### src/rtl/mux_n_pipe_pkg.sv
// rtl/mux_n_pipe_pkg.sv - shared constants and helpers for the pipelined N:1 selector
// Out-of-range policy encoding, select-width helper and reset data value.
package mux_pkg;

  typedef enum logic {
    OOR_CH0       = 1'b0,
    OOR_ZERO_DATA = 1'b1
  } oor_policy_e;

  localparam logic RST_DATA_BIT = 1'b0;

  function automatic int sel_width(input int n);
    return (n <= 2) ? 1 : $clog2(n);
  endfunction

endpackage

### src/rtl/mux_n_pipe_if.sv
// rtl/mux_n_pipe_if.sv - valid/ready bundle for the pipelined N:1 selector
// master drives the input side and consumes the output side; slave is the block.
interface mux_n_pipe_if
  import mux_pkg::*;
#(
  parameter int WIDTH = 32,
  parameter int N     = 4
);
  localparam int SEL_W = sel_width(N);

  logic                 in_valid;
  logic                 in_ready;
  logic [SEL_W-1:0]     sel_i;
  logic [N*WIDTH-1:0]   in_data;
  logic                 out_valid;
  logic                 out_ready;
  logic [WIDTH-1:0]     out_data;
  logic                 sel_err;

  modport master (
    output in_valid, sel_i, in_data, out_ready,
    input  in_ready, out_valid, out_data, sel_err
  );

  modport slave (
    input  in_valid, sel_i, in_data, out_ready,
    output in_ready, out_valid, out_data, sel_err
  );
endinterface

### src/rtl/mux_n_pipe_comb.sv
// rtl/mux_n_pipe_comb.sv - combinational N:1 WIDTH-bit selector
// Out-of-range selects give zero or channel 0 depending on OOR_ZERO.
module mux_n_comb
  import mux_pkg::*;
#(
  parameter int WIDTH    = 32,
  parameter int N        = 4,
  parameter int OOR_ZERO = 1,
  parameter int SEL_W    = sel_width(N)
) (
  input  logic [SEL_W-1:0]   sel,
  input  logic [N*WIDTH-1:0] data,
  output logic [WIDTH-1:0]   word
);

  always_comb begin
    if (OOR_ZERO == int'(OOR_ZERO_DATA)) begin
      word = {WIDTH{RST_DATA_BIT}};
    end else begin
      word = data[0 +: WIDTH];
    end
    for (int k = 0; k < N; k++) begin
      if ({1'b0, sel} == (SEL_W + 1)'(k)) begin
        word = data[k*WIDTH +: WIDTH];
      end
    end
  end

endmodule

### src/rtl/mux_n_pipe.sv
// rtl/mux_n_pipe.sv - registered N:1 selector with skid buffer, valid/ready both sides
// Optional sticky out-of-range flag built only when MUX_SEL_CHECK_EN is defined.
module mux_n_pipe
  import mux_pkg::*;
#(
  parameter int WIDTH    = 32,
  parameter int N        = 4,
  parameter int OOR_ZERO = 1
) (
  input  logic           clk,
  input  logic           rst_n,
  mux_n_pipe_if.slave    bus
);

  localparam int SEL_W = sel_width(N);

  logic [WIDTH-1:0] sel_word;
  logic             m_valid, m_valid_n;
  logic             s_valid, s_valid_n;
  logic [WIDTH-1:0] m_data, m_data_n;
  logic [WIDTH-1:0] s_data, s_data_n;
  logic             in_ready_q;
  logic             push;
  logic             pop;

  mux_n_comb #(
    .WIDTH    (WIDTH),
    .N        (N),
    .OOR_ZERO (OOR_ZERO),
    .SEL_W    (SEL_W)
  ) u_sel (
    .sel  (bus.sel_i),
    .data (bus.in_data),
    .word (sel_word)
  );

  assign push = bus.in_valid & in_ready_q;
  assign pop  = m_valid & bus.out_ready;

  // S is only ever filled while M is full and stalled, so M can never be empty with S valid.
  always_comb begin
    m_valid_n = m_valid;
    m_data_n  = m_data;
    s_valid_n = s_valid;
    s_data_n  = s_data;
    if (!m_valid) begin
      if (push) begin
        m_valid_n = 1'b1;
        m_data_n  = sel_word;
      end
    end else if (pop) begin
      if (s_valid) begin
        m_data_n  = s_data;
        s_valid_n = 1'b0;
      end else if (push) begin
        m_data_n  = sel_word;
      end else begin
        m_valid_n = 1'b0;
      end
    end else if (push) begin
      s_valid_n = 1'b1;
      s_data_n  = sel_word;
    end
  end

  always_ff @(posedge clk or negedge rst_n) begin
    if (!rst_n) begin
      m_valid    <= 1'b0;
      s_valid    <= 1'b0;
      m_data     <= {WIDTH{RST_DATA_BIT}};
      s_data     <= {WIDTH{RST_DATA_BIT}};
      in_ready_q <= 1'b1;
    end else begin
      m_valid    <= m_valid_n;
      s_valid    <= s_valid_n;
      m_data     <= m_data_n;
      s_data     <= s_data_n;
      in_ready_q <= !s_valid_n;
    end
  end

  assign bus.in_ready  = in_ready_q;
  assign bus.out_valid = m_valid;
  assign bus.out_data  = m_data;

`ifdef MUX_SEL_CHECK_EN
  localparam logic [SEL_W:0] N_L = (SEL_W + 1)'(N);

  logic sel_oor;
  logic sel_err_q;

  assign sel_oor = push && ({1'b0, bus.sel_i} >= N_L);

  always_ff @(posedge clk or negedge rst_n) begin
    if (!rst_n) begin
      sel_err_q <= 1'b0;
    end else if (sel_oor) begin
      sel_err_q <= 1'b1;
    end
  end

  always_ff @(posedge clk) begin
    if (rst_n && sel_oor) begin
      $error("mux_n_pipe: select %0d out of range for N=%0d", bus.sel_i, N);
    end
  end

  assign bus.sel_err = sel_err_q;
`else
  assign bus.sel_err = 1'b0;
`endif

endmodule

### src/flat_wrapper.sv
// flat-port wrapper written by rule: the top's interface ports become plain ports
module mux_n_pipe_flat import mux_pkg::*;
#(
  parameter int WIDTH    = 32,
  parameter int N        = 4,
  parameter int OOR_ZERO = 1
)
  (clk, rst_n, bus_in_valid, bus_sel_i, bus_in_data, bus_out_ready, bus_in_ready, bus_out_valid, bus_out_data, bus_sel_err);
  mux_n_pipe_if #(.WIDTH(WIDTH), .N(N)) bus_i ();
  input  logic clk;
  input  logic rst_n;
  input wire logic [$bits(bus_i.in_valid)-1:0] bus_in_valid;
  input wire logic [$bits(bus_i.sel_i)-1:0] bus_sel_i;
  input wire logic [$bits(bus_i.in_data)-1:0] bus_in_data;
  input wire logic [$bits(bus_i.out_ready)-1:0] bus_out_ready;
  output wire logic [$bits(bus_i.in_ready)-1:0] bus_in_ready;
  output wire logic [$bits(bus_i.out_valid)-1:0] bus_out_valid;
  output wire logic [$bits(bus_i.out_data)-1:0] bus_out_data;
  output wire logic [$bits(bus_i.sel_err)-1:0] bus_sel_err;
  assign bus_i.in_valid = bus_in_valid;
  assign bus_i.sel_i = bus_sel_i;
  assign bus_i.in_data = bus_in_data;
  assign bus_i.out_ready = bus_out_ready;
  assign bus_in_ready = bus_i.in_ready;
  assign bus_out_valid = bus_i.out_valid;
  assign bus_out_data = bus_i.out_data;
  assign bus_sel_err = bus_i.sel_err;
  mux_n_pipe #(.WIDTH(WIDTH), .N(N), .OOR_ZERO(OOR_ZERO)) u_core (.clk(clk), .rst_n(rst_n), .bus(bus_i));
endmodule
### config.mk
export PLATFORM = sky130hd
export DESIGN_NAME = mux_n_pipe_flat
export DESIGN_NICKNAME = d
export VERILOG_FILES = /design/src/rtl/mux_n_pipe_pkg.sv /design/src/rtl/mux_n_pipe_if.sv /design/src/rtl/mux_n_pipe_comb.sv /design/src/rtl/mux_n_pipe.sv /design/src/flat_wrapper.sv
export SDC_FILE = /design/constraint.sdc
export NUM_CORES = 1
export LEC_CHECK = 0
export CORE_AREA = 8 8 103 105
export DETAILED_ROUTE_END_ITERATION = 10
export DIE_AREA = 0 0 111 113
export PLACE_DENSITY = 0.77
export SYNTH_ARGS = -nofsm -noshare
export SYNTH_HDL_FRONTEND = slang
export SYNTH_SLANG_ARGS = --single-unit
### constraint.sdc
create_clock -name clk -period 1.8 [get_ports clk]
set_clock_uncertainty 0.15 [all_clocks]
set_input_delay 0.54 -clock clk [delete_from_list [all_inputs] [get_ports clk]]
set_output_delay 0.54 -clock clk [all_outputs]
set_load 0.03 [all_outputs]
==> results of run 1 <==
==> final timing paths <==
kind	startpoint	end	depth (start not counted)
max	u_core.bus.in_ready	bus_in_ready	1
min reg2reg	u_core.s_data[19]	u_core.s_data[19]	1
max in group asynchronous	rst_n	u_core.bus.in_ready	2
min in group clk	u_core.s_data[19]	u_core.s_data[19]	1
max reg2reg	u_core.bus.in_ready	u_core.bus.out_data[21]	4
min	rst_n	u_core.bus.out_data[7]	2
==> flip-flops by register name, summed over array words and instances (netlist names) <==
name                  cells
u_core.bus.in_ready       1
u_core.bus.out_data      32
u_core.bus.out_valid      1
u_core.s_data            32
u_core.s_valid            1
==> per-layer routing <==
layer	share of wire (%)	vias to the layer above	routed length [µm]	global-route usage [%]
met5	0	-	0	0
met4	0.78	0	81	4.50
met3	5.8	7	610	5.03
met1	40	1364	4220	19.6
li1	-	1252	-	-
met2	53	97	5510	29.3
==> synthesized netlist by cell type, drive strengths merged <==
| cell | number | share of area, % |
|---|---|---|
| dfrtp | 66 | 47 |
| and2 | 33 | 5.9 |
| a221o | 32 | 9.2 |
| mux2 | 32 | 10 |
| mux4 | 32 | 21 |
| buf | 12 | 2.8 |
| clkbuf | 9 | 0.97 |
| nand2 | 5 | 0.54 |
| a21o | 1 | 0.21 |
| a21oi | 1 | 0.14 |
| a22o | 1 | 0.25 |
| and3 | 1 | 0.18 |
| conb | 1 | 0.11 |
| dfstp | 1 | 0.75 |
| nand2b | 1 | 0.18 |
| nand3 | 1 | 0.29 |
| nor2b | 1 | 0.18 |
==> power by group <==
group,total (µW),leakage (µW),internal (µW),switching (µW)
clock network,1190,0.0000958,631,557
logic,3570,0.00144,1960,1600
registers,2750,0.000813,2250,496
total,7500,0.00234,4850,2660
==> layout make-up <==
class,instances,area share [%]
clock buffers,10,2.25
flip-flops and latches,67,29.6
multi-input cells,143,30.4
clock inverters,6,1.01
well taps,111,2.45
repair buffers,178,34.3
==> logic make-up after synthesis <==
family	after synthesis	synth area share, %
AO/OA/AOI/OAI	35	9.77
buffers and inverters	21	3.72
flip-flops	67	48.0
multiplexers	64	31.1
other	1	0.107
AND/OR/NAND/NOR	42	7.27
==> through the flow <==
stage / total power [µW] / hold WS [ns]
6_report: 7500 / 0.0502
3_3_place_gp: 6290 / 0.328
3_5_place_dp: 6440 / 0.335
2_1_floorplan: 4560 / 0.0944
5_1_grt: 7940 / 0.0824
4_1_cts: 7640 / 0.0761
==> timing repair <==
item                                    CTS  global route
buffers inserted                          1             0
hold endpoints to repair                  0             0
gates resized for setup                  40            15
endpoints found under the setup margin   50            15
pin swaps                                 2             0
cloned                                    1             0
==> results by group, run 1 <==
Cells and area
  – Layout Cells excl Fill: 515
  – Final Util: 63.2%
  – Nets@finish: 533
  – Commonest non-fill, non-tap cells in the layout: clkdlybuf4s50_1 (128), dfrtp_1 (65), and2_1 (33)
  – Register area: 0.00168 mm²
  – Commonest non-fill, non-tap cell in the layout: clkdlybuf4s50_1
  – Ant. Diodes: 0
  – Fill count: 704
  – Area of the multi-input gates: 0.00173 mm²
  – Final instance area: 0.00567 mm²
  – Area Overhead vs Synth: 62.3%
  – Layout cells sized above 1: 30.9%

STA
  – Final WS setup: roughly 0.034 ns
  – Tcrit/Tclk final: between 90% and 100%
  – Setup TNS: 0 ns
  – Rel. slew slack: 65.2%
  – Slew @ Worst Pin: about 0.52 ns
  – Period minus WS final: 1.77 ns
  – RSZ-0062 raised after global routing: true
  – Final hold violations: 0
  – F_max: 566 MHz
  – # setup viols final: 0
  – Slew Viols, Final: 0

GRT
  – Vias in the first global route: about 3200
  – Grt total ovfl: 0
  – Total Routing Usage GR: between 10% and 20%
  – First-pass GRT wire length: 16900 µm
  – Largest net degree at the start of global routing: 68
  – Initial antenna violation count: 0

Setup path
  – Worst EP arrival: 1.08 ns
  – Crit path buffers/inverters: 1
  – R2R Setup Slk: 0.11 ns
  – Delay-heaviest family, CP: flip-flops
  – Crit path kind: register to output port
  – CP Capture Type: output port
  – Critical path, cell by cell: buf_6
  – Critical path's slowest cell: dfstp_2
  – CP Data Required Time: 1.11 ns
  – Startpoint types: register
  – Slowest cell delay on critical path: approximately 0.60 ns
  – Critical Path Fanout Max: 4

Route
  – Avg Vias per Cell: 5.28
  – First-pass DRT Iterations: 4
  – Initial DRC count: between 60 and 70
  – Vias: 2720
  – Final WL: 10400 µm
  – Post-route DRC: 0
  – Wire per inst: 20.3 µm
  – Post-route ant nets: 0

Synthesis
  – Synth Register Bits: 67
  – Unique masters post-synth: 21
  – Cell count after synthesis: 230
  – Mapped Area: 0.00350 mm²
  – Ys Warns: 0
  – Post-Syn Area per Cell: 15.2 µm²
  – Sequential element share of the synthesized area: 48.0%
  – Syn nets: around 360

Floorplanning
  – Die Span Y: roughly 110 µm
  – Std-Cell Rows: 35
  – Core area: 0.00898 mm²
  – Die width: between 100 and 150 µm
  – I/O pins: 169
  – Initial core utilization: 38.9%
  – Total die area: 0.0125 mm²

Clock network
  – Clk slew on worst S/H paths: 0.07 ns
  – Root Buffer: clkbuf_8
  – Sink Count: 67
  – CTS Buf Count: 9
  – Worst-skew pair later-pin latency: 0.33 ns
  – CTS tree: yes
  – Clock Tree Buf Depth: 2
  – # hold bufs at CTS: 0
  – H-tree depth: 3

Power and ir drop
  – Power density over cell area: 1320 mW/mm²
  – Worst VDD drop: between 0.5 and 0.6 mV
  – Static Leak: ~0.0023 µW

Min path
  – Hold WC Path Type: input port to asynchronous set/reset pin

Status
  – Outcome: complete, no violations

Job
  – Max-Cap Viols: 0

Placed design
  – Instance area after placement: ~0.0055 mm²
  – Final HPWL DP: 7880 µm
  – Pre-CTS setup slack: -0.692 ns
  – Cells after DPL: around 500
  – PortBufs: 167
  – Gpl congestion: 0.700
Note: power is estimated with default switching activity, not from simulation.
==> run 2, diff against run 1 <==
--- a/config.mk
+++ b/config.mk
@@ -11,2 +11,3 @@
 export PLACE_DENSITY = 0.77
+export SKIP_LAST_GASP = 1
 export SYNTH_ARGS = -nofsm -noshare
==> constraint.sdc (replaced) <==
create_clock -name clk -period 1.8 [get_ports clk]
set_clock_uncertainty 0.15 [all_clocks]
set_input_delay 0.27 -clock clk [delete_from_list [all_inputs] [get_ports clk]]
set_output_delay 0.27 -clock clk [all_outputs]
set_load 0.03 [all_outputs]
==> results by group, run 2 (synthesis results as in run 1) <==
STA
  – Final hold violations: 0
  – Slew Viols, Final: 0
  – Slew @ Worst Pin: 0.543 ns
  – # setup viols final: 0
  – Final WS setup: 0.0599 ns
  – Period minus WS final: 1.74 ns
  – Rel. slew slack: 63.7%
  – RSZ-0062 raised after global routing: false
  – Tcrit/Tclk final: 96.7%
  – F_max: 575 MHz

Setup path
  – Critical Path Fanout Max: 4
  – Worst EP arrival: 1.32 ns
  – Crit path kind: register to output port
  – Crit. Startpoint: u_core.bus.in_ready
  – Delay-heaviest family, CP: flip-flops
  – CP Capture Type: output port
  – Critical path's slowest cell: dfstp_2
  – Crit Reg-Reg Endpoint: u_core.bus.out_data[31]
  – R2R Setup Slk: 0.09 ns
  – Slowest cell delay on critical path: 0.57 ns
  – RR Startpoint: u_core.bus.in_ready
  – Startpoint types: register
  – Worst Reg-to-Reg Cells: 4
  – CP Data Required Time: 1.38 ns
  – Crit path buffers/inverters: 1
  – Critical path, cell by cell: dlygate4sd2_1

Placed design
  – Final HPWL DP: 7620 µm
  – Gpl congestion: 0.706
  – Cells after DPL: 496
  – PortBufs: between 150 and 200
  – Pre-CTS setup slack: -0.396 ns

Job
  – Max-Cap Viols: 0

Power and ir drop
  – Share of power burned in registers: 37.5%
  – Static Leak: 0.00234 µW
  – Switch share: 36.3%
  – Psw: 2550 µW
  – P_int: between 4000 and 5000 µW
  – Comb pwr share: roughly 45%
  – Clock power frac: 17.6%
  – Worst VDD drop: 0.556 mV
  – Power density over cell area: 1270 mW/mm²

Floorplanning
  – I/O pins: 169
  – Std-Cell Rows: 35
  – Die width: approximately 110 µm
  – Core area: 0.00898 mm²
  – Initial core utilization: 38.9%
  – Die Span Y: 113 µm
  – Total die area: 0.0125 mm²

Cells and area
  – Layout Cells excl Fill: 514
  – Layout cells sized above 1: 23.6%
  – Fill count: 705
  – Commonest non-fill, non-tap cell in the layout: clkdlybuf4s50_1
  – Final Util: approximately three fifths
  – Area Overhead vs Synth: 57.4%
  – Ant. Diodes: 0
  – Nets@finish: 532
  – Commonest non-fill, non-tap cells in the layout: clkdlybuf4s50_1 (130), dfrtp_1 (65), and2_1 (33)

Clock network
  – CTS Buf Count: 9
  – Clock Tree Buf Depth: 2
  – Post-CTS Setup Repair Bufs: 0
  – Worst-skew pair later-pin latency: 0.34 ns
  – Clk slew on worst S/H paths: about 0.070 ns
  – Root Buffer: clkbuf_8
  – H-tree depth: 3
  – Sink Count: 67
  – CTS tree: yes

Status
  – Outcome: complete, no violations

GRT
  – Vias in the first global route: 3261
  – First-pass GRT wire length: around 17000 µm
  – Largest net degree at the start of global routing: just under 70
  – Grt total ovfl: 0
  – Total Routing Usage GR: 16.8%
  – Initial antenna violation count: 0

Route
  – Wire per inst: 19.9 µm
  – Final WL: between 10000 and 15000 µm
  – Initial DRC count: between 70 and 80
  – Vias: approximately 2800
  – First-pass DRT Iterations: 4
  – Post-route DRC: 0
  – Avg Vias per Cell: 5.35
  – Post-route ant nets: 0

Min path
  – Hold WC Path Type: input port to asynchronous set/reset pin
## run 2: how the worst max path moves through the flow
stage / endpoint / cells past startpoint
after floorplan: u_core.bus.out_data[10] / 4
after global placement: u_core.bus.out_data[5] / 4
after detailed placement: u_core.bus.out_data[30] / 4
after CTS: bus_out_valid / 1
after global routing: bus_in_ready / 1
final: bus_in_ready / 1
## run 2: power groups by stage
stage,clock [µW],combinational (µW),sequential (µW)
floorplan,0,1290,3260
global route,1330,3370,2740
global placement,0,3310,2610
finish,1230,3150,2630
detailed placement,0,3410,2650
CTS,1260,3210,2630
## run 2: area by class of cell
| class | instances | area, µm² | share of cell area, % |
|---|---|---|---|
| clock buffers | 11 | 141 | 2.57 |
| flip-flops and latches | 67 | 1680 | 30.5 |
| clock inverters | 5 | 52.6 | 0.955 |
| well taps | 111 | 139 | 2.52 |
| repair buffers | 177 | 1770 | 32.2 |
| multi-input cells | 143 | 1720 | 31.2 |
## run 2: routing by layer
layer	global-route usage [%]	routed length, µm
met5	0	0
met4	5.59	116
met3	4.81	630
met2	30.1	5400
met1	18.5	4090
## run 2: timing repair
action                                 CTS  global route
setup endpoints to repair               64            29
gates cloned                             1             0
hold buffers                             1             0
endpoints found under the hold margin   66             0
resized for setup                       33             4
## run 2: stage by stage
step | cell area [µm²] | hold slack [ns] | TNS, ns | power (µW)
after detailed placement | 5320 | 0.161 | -12.73 | 6060
after global routing | 5500 | 0.347 | 0 | 7440
after global placement | 5320 | 0.164 | -10.18 | 5920
after CTS | 5500 | 0.330 | -0.00273 | 7100
final | 5500 | 0.311 | 0 | 7010
after floorplan | 3500 | -0.176 | 0 | 4560
==> run 3, diff against run 2 <==
- CAP_MARGIN: default -> 0
- CTS_BUF_LIST: default -> sky130_fd_sc_hd__clkbuf_2 sky130_fd_sc_hd__clkbuf_4 sky130_fd_sc_hd__clkbuf_8
==> results by group, run 3 (synthesis results as in run 1) <==
STA
  – Tcrit/Tclk final: approximately 97%
  – F_max: 575 MHz
  – Slew @ Worst Pin: 0.546 ns
  – Final WS setup: 0.0607 ns
  – Setup TNS: 0 ns
  – Slew Viols, Final: 0
  – Final hold violations: 0
  – # setup viols final: 0
  – Period minus WS final: 1.74 ns
  – Rel. slew slack: 63.5%
  – RSZ-0062 raised after global routing: false

Placed design
  – Final HPWL DP: 7620 µm
  – Gpl congestion: around 0.7
  – Pre-CTS setup slack: -0.396 ns
  – PortBufs: between 150 and 200
  – Instance area after placement: 0.00532 mm²

Power and ir drop
  – Overall Power: 7020 µW
  – Switch share: between 30% and 40%
  – Share of power burned in registers: 37.4%
  – Psw: 2540 µW
  – Power density over cell area: 1280 mW/mm²
  – Worst VDD drop: between 0.5 and 0.6 mV
  – Clock power frac: between 10% and 20%
  – Comb pwr share: 44.9%
  – Static Leak: ~0.0023 µW
  – P_int: 4480 µW

Clock network
  – Sink Count: 67
  – Worst-skew pair later-pin latency: 0.34 ns
  – Root Buffer: clkbuf_8
  – CTS Buf Count: 9
  – Clock Tree Buf Depth: 2
  – CTS tree: yes
  – H-tree depth: 3
  – Clk slew on worst S/H paths: 0.07 ns

Setup path
  – Slowest cell delay on critical path: ~0.57 ns
  – Crit Reg-Reg Endpoint: u_core.bus.out_data[31]
  – Critical path, cell by cell: dlygate4sd2_1
  – Startpoint types: register
  – Worst Reg-to-Reg Cells: 4
  – CP Capture Type: output port
  – Crit path kind: register to output port
  – R2R Setup Slk: 0.09 ns
  – CP Data Required Time: 1.38 ns
  – Crit path depth: 1
  – RR Startpoint: u_core.bus.in_ready
  – Delay-heaviest family, CP: flip-flops
  – Critical Path Fanout Max: 4
  – Crit path buffers/inverters: 1
  – Critical path's slowest cell: dfstp_2
  – Worst EP arrival: 1.32 ns

Floorplanning
  – I/O pins: ~170
  – Std-Cell Rows: 35
  – Die Span Y: 113 µm
  – Die width: approximately 110 µm
  – Initial core utilization: between 30% and 40%
  – Total die area: 0.0125 mm²
  – Core area: 0.00898 mm²

Cells and area
  – Final Util: 61.4%
  – Commonest non-fill, non-tap cells in the layout: clkdlybuf4s50_1 (130), dfrtp_1 (65), and2_1 (33)
  – Layout cells sized above 1: 23.8%
  – Commonest non-fill, non-tap cell in the layout: clkdlybuf4s50_1
  – Fill count: 703
  – Final instance area: 0.00551 mm²
  – Ant. Diodes: 0
  – Area Overhead vs Synth: 57.6%
  – Nets@finish: 532

GRT
  – Grt total ovfl: 0
  – Total Routing Usage GR: between 15 and 20%
  – Vias in the first global route: about 3300
  – Largest net degree at the start of global routing: 68
  – Initial antenna violation count: 0
  – First-pass GRT wire length: ~17000 µm

Route
  – Post-route ant nets: 0
  – Post-route DRC: 0
  – First-pass DRT Iterations: 4
  – Final WL: 10200 µm
  – Vias: around 2800
  – Initial DRC count: a little over 80
  – Avg Vias per Cell: roughly 5.4
  – Wire per inst: 19.9 µm

Job
  – Max-Cap Viols: 0

Min path
  – Hold WC Path Type: input port to asynchronous set/reset pin

Status
  – Outcome: complete, no violations
## run 3: cell counts in the layout (fill, tap and decap cells not counted)
No cell type changed its count.
## run 3: stage by stage
stage | std cells | hold slack, ns
floorplan | 230 | -0.176
global placement | 496 | 0.164
detailed placement | 496 | 0.161
CTS | 514 | 0.330
global route | 514 | 0.347
finish | 514 | 0.312
## run 3: cell type report
class / instances / area [µm²] / area share (%)
repair buffers: 177 / 1770 / 32.2
multi-input cells: 143 / 1720 / 31.2
flip-flops and latches: 67 / 1680 / 30.5
clock buffers: 11 / 145 / 2.64
well taps: 111 / 139 / 2.52
clock inverters: 5 / 52.6 / 0.954
## run 3: worst max-delay path by stage
stage / to / startpoint
finish: bus_in_ready / u_core.bus.in_ready
global route: bus_in_ready / u_core.bus.in_ready
CTS: bus_out_valid / u_core.bus.out_valid
detailed placement: u_core.bus.out_data[30] / bus_out_ready
global placement: u_core.bus.out_data[5] / bus_out_ready
floorplan: u_core.bus.out_data[10] / u_core.bus.in_ready
## run 3: metal layers
metal	GRT usage [%]	up-vias	part of all wire, %	routed length [µm]
met3	4.81	9	6.3	639
met5	0	-	0	0
met2	30.1	103	53	5420
met1	18.5	1390	40	4050
met4	5.59	0	1.1	116
li1	-	1253	-	-
## run 3: repair_timing
| action | CTS | global route |
|---|---|---|
| setup buffers | 0 | 0 |
| resized for setup | 33 | 4 |
| endpoints found under the hold margin | 66 | 0 |
| setup endpoints to repair | 64 | 29 |
| cloned | 1 | 0 |
| hold buffers | 1 | 0 |
## run 3: tightest hold or removal path, delay by kind of cell
family                 cells  cell delay [ns]
buffers and inverters      3             0.93
## run 3: power by group through the flow
stage / Sequential [µW] / Combinational, µW / Clock, µW
2_1_floorplan: 3260 / 1290 / 0
3_3_place_gp: 2610 / 3310 / 0
3_5_place_dp: 2650 / 3410 / 0
4_1_cts: 2630 / 3210 / 1280
5_1_grt: 2740 / 3370 / 1340
6_report: 2630 / 3150 / 1240
